===== src/rtl/fsm_bin_palin_det.sv =====
// Serial Moore FSM flagging the non-trivial 3-bit binary palindromes 101 and 010.
// Overlapping windows are reported; 000 and 111 are not.
module fsm_bin_palin_det (
    input  logic ser_in,
    input  logic clk,
    input  logic rst,
    output logic det
);

    typedef enum logic [2:0] {
        IDLE = 3'd0,
        S0   = 3'd1,
        S1   = 3'd2,
        S01  = 3'd3,
        S10  = 3'd4,
        S010 = 3'd5,
        S101 = 3'd6
    } state_t;

    state_t state_q;
    state_t state_d;

    // state register with synchronous reset
    always_ff @(posedge clk) begin
        if (rst) begin
            state_q <= IDLE;
        end else begin
            state_q <= state_d;
        end
    end

    // next-state logic; the spare encoding falls back to IDLE
    always_comb begin
        state_d = IDLE;
        case (state_q)
            IDLE: begin
                if (ser_in) state_d = S1;
                else        state_d = S0;
            end
            S0: begin
                if (ser_in) state_d = S01;
                else        state_d = S0;
            end
            S1: begin
                if (ser_in) state_d = S1;
                else        state_d = S10;
            end
            S01: begin
                if (ser_in) state_d = S1;
                else        state_d = S010;
            end
            S10: begin
                if (ser_in) state_d = S101;
                else        state_d = S0;
            end
            S010: begin
                if (ser_in) state_d = S101;
                else        state_d = S0;
            end
            S101: begin
                if (ser_in) state_d = S1;
                else        state_d = S010;
            end
            default: state_d = IDLE;
        endcase
    end

    // output decode from the state register only, so ser_in never reaches det
    always_comb begin
        det = 1'b0;
        case (state_q)
            S010:    det = 1'b1;
            S101:    det = 1'b1;
            default: det = 1'b0;
        endcase
    end

endmodule


===== config.mk =====
export PLATFORM = sky130hd
export DESIGN_NAME = fsm_bin_palin_det
export DESIGN_NICKNAME = d
export VERILOG_FILES = /design/src/rtl/fsm_bin_palin_det.sv
export SDC_FILE = /design/constraint.sdc
export NUM_CORES = 1
export LEC_CHECK = 0
export CAP_MARGIN = 20
export CORE_AREA = 2 2 39 41
export DETAILED_ROUTE_END_ITERATION = 16
export DIE_AREA = 0 0 41 43
export PLACE_DENSITY = 0.37
export SETUP_SLACK_MARGIN = 0.5
export SYNTH_ARGS = -nofsm -noshare
export SYNTH_HDL_FRONTEND = slang
export SYNTH_SLANG_ARGS = --single-unit

===== constraint.sdc =====
create_clock -name clk -period 0.8 [get_ports clk]
set_input_delay 0.12 -clock clk [delete_from_list [all_inputs] [get_ports clk]]
set_output_delay 0.12 -clock clk [all_outputs]
set_load 0.02 [all_outputs]

==> run summary, run 1 <==
Reg2Reg Depth: 5
Async SR Flop Fraction: 0%
Total grt overflow: 0
Clock skew: 0.00144 ns
Pin count of the biggest net entering global routing: 6
# H-tree levels: 1
Post-synthesis sequential area ratio: 43.2%
Post-synthesis instance total: 16
R2R Setup Slk: -0.19 ns
Worst reg2reg path endpoint: state_q[0]
Syn avg cell area: 8.68 sq um
Longest Clk Path Bufs: 2
CP max stage cell: dfxtp_2
# diodes: 0
Crit path depth: 3
Vias in the first global route: 157
#FFs+latches synth: 3
Slew HR: 85.0%
Initial antenna violation count: 0
Final Hold Viols: 0
Crit path required time: 0.68 ns
Hold depth: 3
GR Util met1: 5.77%
Largest register FFs: 3
Tightest Pin Transition: 0.225 ns
Gr usage total: 6.12%
Min Tclk post-route: 1.06 ns
Total clock sinks: 3
CTS root buf: clkbuf_4
Worst R2R Start: state_q[0]
First DRT Iteration DRCs: 4
Status: complete, but fails checks
Failing checks: setup timing
Port bufs: 3
Post-Syn Nets: 19
DP Cell Count: 38
# setup viols final: 4
CP Buf/Inv Count: 1
Lkg Pwr: 0.110 nW
Highest clock rate: 939 MHz
Via count: 159
Synth unique cells: 11
Hold Path Origin: ser_in
Yosys warning count: 0
Worst Path Arrival: 0.94 ns
DR pass1 iterations: 2
CP top delay family: flip-flops
Registers with the most flip-flops: state_q: 3 flops
Layout Nets: 31
Final Util: 19.6%
Initial core utilization: 10.0%
Core Footprint: 1380 sq um
Max FO, Critical Path: 2
Post-route DRC: 0
Critical path class: reg2out
Area Growth Syn to Fin: 95.5%
Avg WL per Cell: 8.79 um
CP peak stage delay: 0.31 ns
Met3 Use GR: 3.14%
RSZ-0062 raised after global routing: true
First-pass GRT wire length: 593 um
Die area: 1760 sq um
Total power: 0.512 mW
CP Cell Sequence: xor2_1 -> and2_4 -> buf_6
Total CTS buffers: 3
CTS tree: done
Top cells by count, synth: a21oi_1 (4), dfxtp_1 (3)
Row cnt: 14
Routed WL: 378 um
Critical path startpoint category: register
Cell Pwr Density: 1890 nW/um^2
Max IR drop VDD: 0.000597 V
Die W: 41 um
Largest Register: state_q
Vias per Instance: 3.70
Antenna-violating nets left: 0
Yosys top cell area share: 43.2%
CP endpoint kind: output pin
Max-Cap Viols: 0
Hold path endpoint: state_q[1]
Most frequent cell after synthesis: a21oi_1
Pins Over Slew Limit: 0
CTS clk-pin slew, worst paths: 0.04 ns
Hold crit path type: in2reg
Top_reg_cell synth: dfxtp_1
Area leader, netlist: dfxtp_1
GR peak layer: met4
Worst skew pair latency: 0.23 ns
DIE HEIGHT: 43 um
Post-route clock period utilization: 133%
Routability cong.: 0.569
Share of cells above drive strength 1: 55.6%
Synth area leaders: dfxtp_1 (43%), a21oi_1 (14%), a311oi_1 (6.3%)
Met2 usage: 6.88%
Synthesized area: 139 sq um
# IOs: 4
Final Non-Filler Cells: 43
Final worst setup slack: -0.265 ns
Post-synth EDFFs: 0
## cells in the final DEF (no fill, tap or decap), types with 2 or more instances in the layout
cell / netlist / layout
buf_6: 0 / 2
dfxtp_2: 0 / 2
a21oi_2: 0 / 3
buf_4: 0 / 3
clkbuf_4: 0 / 3
## worst register-to-register path: stages (launching register included)
cell and delay (ns):
dfxtp_2 0.31, buf_4 0.12, buf_6 0.11, nor2b_1 0.12, o21ai_1 0.13, a21oi_1 0.07
## what timing repair did
item,in CTS,in global routing
cloned,0,0
setup endpoints to repair,4,4
pin swaps,7,1
resized for setup,12,0
hold buffers,0,0
setup buffers,1,0
## kinds of logic after synthesis
family          share of synthesized area (%)
simple gates                             17.1
compound gates                           24.3
flops                                    43.2
buf+inv                                  2.70
xor+xnor                                 12.6
## power breakdown
group / internal, mW / leakage [nW] / total [mW] / switching, mW
Clock: 0.187 / 0.0150 / 0.264 / 0.0776
Sequential: 0.160 / 0.0254 / 0.166 / 0.00516
Combinational: 0.0454 / 0.0696 / 0.0822 / 0.0368
## metrics by stage
step,cell area (sq um),TNS (ns),hold WS [ns],setup WS [ns]
4_1_cts,272,-0.641,0.368,-0.278
3_5_place_dp,216,-1.29,0.552,-0.509
2_1_floorplan,144,0,0.185,0.0161
6_report,272,-0.637,0.387,-0.265
5_1_grt,272,-0.777,0.382,-0.318
3_3_place_gp,216,-1.23,0.545,-0.512
## routing by layer
metal / share of wire, % / up-vias
met3: 7.7 / 0
met2: 48 / 4
met1: 44 / 76
met4: 0 / 0
li1: - / 79
met5: 0 / -
## cell type report
cell class	count	area, sq um
fillers	168	1110
multi-input cells	12	95.1
repair buffers	7	63.8
flip-flops and latches	3	62.6
clock buffers	4	26.3
well taps	16	20.0
inverters	1	3.75
## worst max path at each step
stage / slack [ns] / to / start
6_report: -0.26 / det / state_q[1]
5_1_grt: -0.32 / det / state_q[1]
4_1_cts: -0.28 / det / state_q[1]
3_5_place_dp: -0.51 / det / state_q[1]
3_3_place_gp: -0.51 / det / state_q[1]
2_1_floorplan: 0.02 / det / state_q[1]
Power figures use the tool's default switching activity.
==> run 2: changes to the inputs <==
PLACE_DENSITY = default   (was 0.37)
clock period = 0.89 ns   (was 0.8 ns; I/O delays follow)
==> run 2 against run 1 <==
The flow still finishes with violations (setup timing); sequential power is 10% lower; hold slack worse by 0.015 ns; utilization is 0.72 points lower; sequential share of layout area is 1.4 points higher; clock power is 9.8% lower; setup slack better by 0.051 ns; power is 12% lower; count of clock-buffer cells in the layout stayed put; critical endpoint unchanged; highest routed layer unchanged.
==> run summary, run 2 (synthesis results as in run 1) <==
Clock skew: 0.000721 ns
Fill count: 167
Port bufs: 3
CP startpoint: state_q[1]
Via count: 152
DR pass1 iterations: 2
Longest Clk Path Bufs: 2
Worst Path Arrival: 0.97 ns
Critical Path End: det
Area Growth Syn to Fin: 88.3%
Vias per Instance: 3.62
Tightest Pin Transition: 0.185 ns
DIE HEIGHT: 43 um
Total CTS buffers: 3
Worst reg2reg path endpoint: state_q[0]
Antenna-violating nets left: 0
Reg2Reg Depth: 4
Final Hold Viols: 0
Crit path required time: 0.76 ns
CTS root buf: clkbuf_4
Row cnt: 14
RSZ-0062 raised after global routing: true
Min Tclk post-route: 1.10 ns
Worst R2R Start: state_q[0]
Pin count of the biggest net entering global routing: 6
CTS tree: done
First DRT Iteration DRCs: 5
Highest clock rate: 906 MHz
Max-Cap Viols: 0
Highest-count cells in the layout ignoring fill and taps: clkbuf_4 (3), dfxtp_2 (3)
Slew HR: 87.7%
Cell Pwr Density: 1730 nW/um^2
Total power: 0.451 mW
# IOs: 4
CP endpoint kind: output pin
Pins Over Slew Limit: 0
Post-route clock period utilization: 124%
# H-tree levels: 1
# setup viols final: 1
Routed WL: 375 um
Gr usage total: 6.51%
Worst skew pair latency: 0.23 ns
R2R Setup Slk: 0.03 ns
Final Non-Filler Cells: 42
Registers with the most flip-flops: state_q: 3 flops
Failing checks: setup timing
CTS clk-pin slew, worst paths: 0.04 ns
Post-route DRC: 0
Total grt overflow: 0
Initial antenna violation count: 0
Status: complete, but fails checks
Layout Nets: 30
Initial core utilization: 10.0%
Largest Register: state_q
Die area: 1760 sq um
Post-CTS Setup Repair Bufs: 0
Hold crit path type: in2reg
Critical path class: reg2out
Total clock sinks: 3
Share of cells above drive strength 1: 53.8%
Avg WL per Cell: 8.93 um
Max FO, Critical Path: 2
First-pass GRT wire length: 634 um
Core Footprint: 1380 sq um
Final worst setup slack: -0.213 ns
Die W: 41 um
Largest register FFs: 3
Lkg Pwr: 0.105 nW
Vias in the first global route: 169
Critical path startpoint category: register
DP Cell Count: 38
Max IR drop VDD: 0.000596 V
Routability cong.: 0.589
# diodes: 0
[run 2: stage by stage]
step | hold WS [ns] | instance area, sq um | utilization [%] | worst slack [ns] | TNS, ns
final | 0.372 | 262 | 18.9 | -0.213 | -0.213
after global routing | 0.387 | 262 | 18.9 | -0.271 | -0.297
after CTS | 0.359 | 262 | 18.9 | -0.244 | -0.244
after detailed placement | 0.539 | 216 | 15.6 | -0.447 | -0.921
after global placement | 0.535 | 216 | 15.6 | -0.424 | -0.849
after floorplan | 0.198 | 144 | - | 0.0926 | 0
[run 2: power by group]
part | switching, mW | leakage (nW) | internal (mW) | total [mW]
logic | 0.0293 | 0.0642 | 0.0349 | 0.0642
clock network | 0.0700 | 0.0150 | 0.168 | 0.238
registers | 0.00470 | 0.0258 | 0.145 | 0.149
total | 0.104 | 0.105 | 0.347 | 0.451
[run 2: layout make-up]
cell class,count,area (sq um),area share [%]
flip-flops and latches,3,63.8,24.4
inverters,1,3.75,1.44
well taps,16,20.0,7.66
clock buffers,4,26.3,10.0
multi-input cells,12,91.3,34.9
repair buffers,6,56.3,21.5
[run 2: layer usage]
metal	track usage, %	share of wire [%]	vias to the layer above
met5	0	0	-
met4	4.00	0	0
met3	9.42	15	0
met2	7.81	44	6
met1	5.10	41	70
li1	-	-	76
[run 2: worst max-delay path, stage by stage (launching register included)]
cell	delay, ns
dfxtp_2	0.32
xor2_1	0.15
and2_4	0.16
buf_6	0.11
[run 2: worst min-delay path by stage]
| stage | slack, ns | depth (start not counted) | end | start |
|---|---|---|---|---|
| after detailed placement | 0.54 | 2 | state_q[0] | state_q[1] |
| after CTS | 0.36 | 4 | state_q[2] | ser_in |
| after global routing | 0.39 | 3 | state_q[1] | ser_in |
| after global placement | 0.53 | 2 | state_q[0] | state_q[1] |
| final | 0.37 | 3 | state_q[1] | ser_in |
| after floorplan | 0.20 | 1 | state_q[1] | rst |
[run 2: repair_timing]
item,in CTS,in global routing
hold endpoints to repair,0,0
pin swaps,5,2
hold buffers,0,0
resized for setup,12,0
endpoints found under the setup margin,4,4
